$ cat src/rtl/seq_pattern_gen.sv
// Serial pattern transmitter: a PAT_LEN-bit pattern is sent MSB-first, repeated N times with G idle bits between instances.
// All outputs are registered and are computed from the next state, so the first bit appears the cycle after start.
module seq_pattern_gen #(
    parameter int             PAT_LEN     = 6,
    parameter logic [PAT_LEN-1:0] PAT_DEFAULT = 6'b111010,
    parameter int             CNT_W       = 8,
    parameter int             GAP_W       = 4
) (
    input  logic               clk,
    input  logic               rst,
    input  logic               pat_load,
    input  logic [PAT_LEN-1:0] pat_in,
    input  logic               start,
    input  logic [CNT_W-1:0]   repeat_cnt,
    input  logic [GAP_W-1:0]   gap,
    input  logic               abort,
    output logic               out,
    output logic               out_valid,
    output logic               last_bit,
    output logic               busy,
    output logic               done
);

    localparam int IW = (PAT_LEN > 2) ? $clog2(PAT_LEN) : 1;
    localparam logic [IW-1:0] IDX_MAX = IW'(PAT_LEN - 1);

    typedef enum logic [1:0] {
        S_IDLE,
        S_SEND,
        S_GAP,
        S_DONE
    } state_t;

    state_t             state_q, state_d;
    logic [PAT_LEN-1:0] pat_q, pat_d;
    logic [IW-1:0]      idx_q, idx_d;
    logic [CNT_W-1:0]   rem_q, rem_d;
    logic [GAP_W-1:0]   gcnt_q, gcnt_d;
    logic [GAP_W-1:0]   gap_q, gap_d;
    logic               out_d, out_valid_d, last_bit_d, busy_d, done_d;

    always_comb begin
        state_d = state_q;
        pat_d   = pat_q;
        idx_d   = idx_q;
        rem_d   = rem_q;
        gcnt_d  = gcnt_q;
        gap_d   = gap_q;

        case (state_q)
            S_IDLE: begin
                if (pat_load) begin
                    pat_d = pat_in;
                end
                if (start) begin
                    rem_d   = (repeat_cnt == '0) ? CNT_W'(1) : repeat_cnt;
                    gap_d   = gap;
                    idx_d   = IDX_MAX;
                    state_d = S_SEND;
                end
            end
            S_SEND: begin
                // idx_q is the bit currently on out; idx 0 closes an instance
                if (abort) begin
                    state_d = S_IDLE;
                end else if (idx_q != '0) begin
                    idx_d = idx_q - IW'(1);
                end else begin
                    rem_d = rem_q - CNT_W'(1);
                    if (rem_q == CNT_W'(1)) begin
                        state_d = S_DONE;
                    end else if (gap_q == '0) begin
                        idx_d = IDX_MAX;
                    end else begin
                        gcnt_d  = gap_q;
                        state_d = S_GAP;
                    end
                end
            end
            S_GAP: begin
                if (abort) begin
                    state_d = S_IDLE;
                end else if (gcnt_q <= GAP_W'(1)) begin
                    idx_d   = IDX_MAX;
                    state_d = S_SEND;
                end else begin
                    gcnt_d = gcnt_q - GAP_W'(1);
                end
            end
            default: begin
                state_d = S_IDLE;
            end
        endcase

        out_valid_d = (state_d == S_SEND);
        out_d       = out_valid_d & pat_d[idx_d];
        last_bit_d  = out_valid_d && (idx_d == '0);
        busy_d      = (state_d == S_SEND) || (state_d == S_GAP);
        done_d      = (state_d == S_DONE);
    end

    always_ff @(posedge clk) begin
        if (rst) begin
            state_q   <= S_IDLE;
            pat_q     <= PAT_DEFAULT;
            idx_q     <= '0;
            rem_q     <= '0;
            gcnt_q    <= '0;
            gap_q     <= '0;
            out       <= 1'b0;
            out_valid <= 1'b0;
            last_bit  <= 1'b0;
            busy      <= 1'b0;
            done      <= 1'b0;
        end else begin
            state_q   <= state_d;
            pat_q     <= pat_d;
            idx_q     <= idx_d;
            rem_q     <= rem_d;
            gcnt_q    <= gcnt_d;
            gap_q     <= gap_d;
            out       <= out_d;
            out_valid <= out_valid_d;
            last_bit  <= last_bit_d;
            busy      <= busy_d;
            done      <= done_d;
        end
    end

endmodule
$ cat config.mk
export PLATFORM = sky130hd
export DESIGN_NAME = seq_pattern_gen
export DESIGN_NICKNAME = d
export VERILOG_FILES = /design/src/rtl/seq_pattern_gen.sv
export SDC_FILE = /design/constraint.sdc
export NUM_CORES = 1
export LEC_CHECK = 0
export ABC_CLOCK_PERIOD_IN_PS = 2700
export CORE_UTILIZATION = 54
export CTS_CLUSTER_SIZE = 24
export DETAILED_ROUTE_END_ITERATION = 8
export GPL_ROUTABILITY_DRIVEN = 0
export GPL_TIMING_DRIVEN = 0
export PLACE_DENSITY = 0.76
export RECOVER_POWER = 25
export SYNTH_ARGS = -nofsm -noshare
export SYNTH_HDL_FRONTEND = slang
export SYNTH_SLANG_ARGS = --single-unit
export TNS_END_PERCENT = 10
$ cat constraint.sdc
create_clock -name clk -period 2.7 [get_ports clk]
set_input_delay 0.405 -clock clk [delete_from_list [all_inputs] [get_ports clk]]
set_output_delay 0.405 -clock clk [all_outputs]
set_load 0.01 [all_outputs]
==> results of run 1 <==
-- layer usage --
layer  vias up  global-route usage (%)
met2        57                    41.7
met3         8                    5.80
met4         0                    12.5
met1       864                    32.0
met5         -                       0
li1        976                       -
-- cells in the mapped netlist (2+ instances only) --
| cell type | instances | share of area (%) |
|---|---|---|
| nand2b_1 | 9 | 2.8 |
| buf_2 | 3 | 0.74 |
| o21ai_0 | 21 | 5.2 |
| nor4_2 | 2 | 1.2 |
| nor2b_1 | 7 | 2.2 |
| a22oi_1 | 4 | 1.5 |
| nor2_1 | 24 | 4.5 |
| o32a_2 | 2 | 1.1 |
| or2_2 | 3 | 0.93 |
| o211ai_1 | 7 | 2.6 |
| nand2_1 | 20 | 3.7 |
| nor4_1 | 3 | 0.93 |
| mux2_2 | 4 | 2.2 |
| a21oi_1 | 21 | 5.2 |
| nor4_4 | 2 | 2.1 |
| dfxtp_1 | 32 | 32 |
| a31oi_1 | 5 | 1.5 |
| inv_1 | 12 | 2.2 |
| clkbuf_1 | 5 | 0.93 |
| or4_4 | 2 | 1.1 |
| ha_1 | 8 | 5.0 |
| nor3b_1 | 3 | 1.1 |
| o32ai_1 | 2 | 0.87 |
| nor3_1 | 7 | 1.7 |
| nand3_1 | 5 | 1.2 |
| o22ai_1 | 2 | 0.62 |
| a211oi_1 | 5 | 1.9 |
-- state kept, by name, summed over array words and instances, names as in the netlist, 2 cells and up --
signal and flops:
rem_q 8, gcnt_q 4, state_q 2, pat_q 6, idx_q 3, gap_q 4
-- through the flow --
stage | std cells | util (%) | hold slack (ns) | setup slack, ns | cell area [um2]
detailed placement | 319 | 67.4 | 0.453 | 0.236 | 2340
floorplan | 247 | - | 0.432 | 0.775 | 2020
global route | 324 | 69.4 | 0.490 | 0.0783 | 2410
finish | 324 | 69.4 | 0.468 | 0.358 | 2410
CTS | 324 | 69.4 | 0.470 | 0.353 | 2410
global placement | 319 | 67.4 | 0.453 | 0.220 | 2340
-- worst max path at each step --
stage,start,to,slack (ns),cells past startpoint
after CTS,idx_q[1],rem_q[2],0.35,8
after global routing,idx_q[0],rem_q[3],0.08,8
final,idx_q[0],rem_q[2],0.36,8
after floorplan,idx_q[0],gcnt_q[2],0.78,8
after detailed placement,start,last_bit,0.24,8
after global placement,start,last_bit,0.22,8
-- logic make-up (layout without fill, tap and decap cells) --
kind of cell             Yosys count  after routing  synth area share (%)
AND/OR/NAND/NOR                   99             99                  29.6
multiplexers                       4              4                  2.23
AO/OA/AOI/OAI                     82             82                  27.0
flip-flops                        32             32                  31.7
buffers and inverters             22             53                  4.46
adder cells (fa/ha/maj)            8              8                  4.96
-- cell usage in the layout, fill, tap and decap left out, types with 7 or more instances in the layout --
cell             count
nor2_1              24
a21oi_1             21
nand2_1             20
nand2b_1             9
nor2b_1              7
o21ai_0             21
ha_1                 8
nor3_1               7
clkdlybuf4s50_1     19
dlygate4sd3_1        7
inv_1               12
o211ai_1             7
dfxtp_1             32
-- layout make-up --
class | instances | area (um2)
multi-input combinational | 193 | 1290
fill | 337 | 1060
sequential | 32 | 641
timing repair buffer | 26 | 260
buffer | 10 | 45.0
tap | 46 | 57.6
inverter | 12 | 45.0
clock buffer | 5 | 68.8
-- worst reg2reg max path, delay by kind of cell, from the launching register on --
family                   cells  cell delay (ns)
AO/OA/AOI/OAI                3             0.95
AND/OR/NAND/NOR              3             0.56
flip-flops                   1             0.39
adder cells (fa/ha/maj)      1             0.21
buffers and inverters        1             0.12
-- where the power goes --
part,switching (W),internal [W]
Combinational,0.000184,0.000155
Sequential,0.0000357,0.000507
Clock,0.000156,0.000166
Total,0.000376,0.000828
==> results.cfg, run 1 <==
[timing]
grt_setup_unrepaired = false
slew_violations = 0
slew_headroom_pct = 55.6
setup_viol = 0
tightest_slew_ns = 0.661
max_freq_mhz = 427
fin_crit_ns = 2.34
hold_viol_final = 0
setup_tns_ns = 0
fin_crit_sh_pct = 86.7
skew_ns = 0.00378

[logic_synthesis]
synth_cell_type_count = 54
ys.flop_type = dfxtp_1
synth_cells = 247
synth_edf_count = 0
yosys_warnings = 0
synth_nets = 278
synth_seq_cells = 32
mappedNetlistArea_um2 = 2020
synth.avg_cell_area_um2 = 8.18
async_flop_share_pct = 0
ys_seq_area_share_pct = 31.7

[clock_network]
root_buffer = clkbuf_8
cts_max_level = 2
postCtsHoldBufs = 0
cts_tree = built
clock_sinks = 32
clk_pin_slew_ns = 0.06
post_cts_buffers = 0
cts_buffers = 5
cts_buffer_depth = 2
cts.repair.resized = 0
insertion_delay_ns = 0.28

[placement]
io_buffers = 26
post-dp-hpwl_mm = 3.52

[setup_path]
critical_path_class = flip-flop to flip-flop
cpMaxStageDelayCell = a21oi_1
critPathArrivalTime_ns = 2.49
timing.rr.end = rem_q[2]
worstReg2RegStart = idx_q[0]
reg2regPathDepth = 8
r2r_slack_ns = 0.36
critPathLaunchType = flip-flop
cp-end-kind = flip-flop
slowest_delay_ns = 0.56
path_buf_inv = 1
crit_family = compound AO/OA/AOI/OAI gates
crit_fanout = 9
crit_chain = inv_1 > ha_1 > nor2b_1 > nand2_1 > a21oi_1 > o21ai_0 > a22oi_1 > nor2_1
worstPathRequired_ns = 2.85

[die]
ios = 28
dieArea_um2 = 3990
die_x_um = 63.2
dieHeight_um = 63.2
rows = 21
core-area_um2 = 3470
start_util_pct = 58.2

[detailed_routing]
drtIter0Drc = 123
post-route-drc-count = 0
ant_nets = 0
vias = 1905
drtPass1Iterations = 7
wl_met3_um = 242
top_layer_used = met4
routed_via_density = 5.88
routedWlPerCell_um = 14.5
wirelength_mm = 4.71
routed-wl-met2_mm = 2.15
met1_length_mm = 2.21

[status]
status = finished clean

[grt]
antenna_found_initial = 0
grt_max_degree = 11
grt_pass1_vias = 1745
grt_use_total_pct = 25.8
overflow = 0
grt_pass1_wl_mm = 7.96

[power_and_ir_drop]
ir_drop_v = 0.000390
totalPowerFinal_w = 0.00120
p_leak_nw = 0.904
p_per_area_nw_per_um2 = 501

[cells_and_area]
layout-drive-gt1-share_pct = 12.6
area_growth_syn_to_layout_pct = 19.1
antennaDiodeCount = 0
layout.nets = 311

[min_path]
min_path_cells = 2
hp-start = pat_q[3]
hold_path_class = flip-flop to flip-flop
min_to = pat_q[3]

[flow_run]
max_cap_viol_count = 0
No activity file was read; power rests on OpenSTA's default activity.
==> run 2: changes to the inputs <==
--- a/config.mk
+++ b/config.mk
@@ -7,6 +7,7 @@
 export LEC_CHECK = 0
 export ABC_CLOCK_PERIOD_IN_PS = 2700
 export CORE_UTILIZATION = 54
+export CTS_BUF_LIST = sky130_fd_sc_hd__clkbuf_4 sky130_fd_sc_hd__clkbuf_8 sky130_fd_sc_hd__clkbuf_16
 export CTS_CLUSTER_SIZE = 24
 export DETAILED_ROUTE_END_ITERATION = 8
 export GPL_ROUTABILITY_DRIVEN = 0
==> results of run 2 <==
The final DEF is identical to that of run 1; final timing and power are the same.
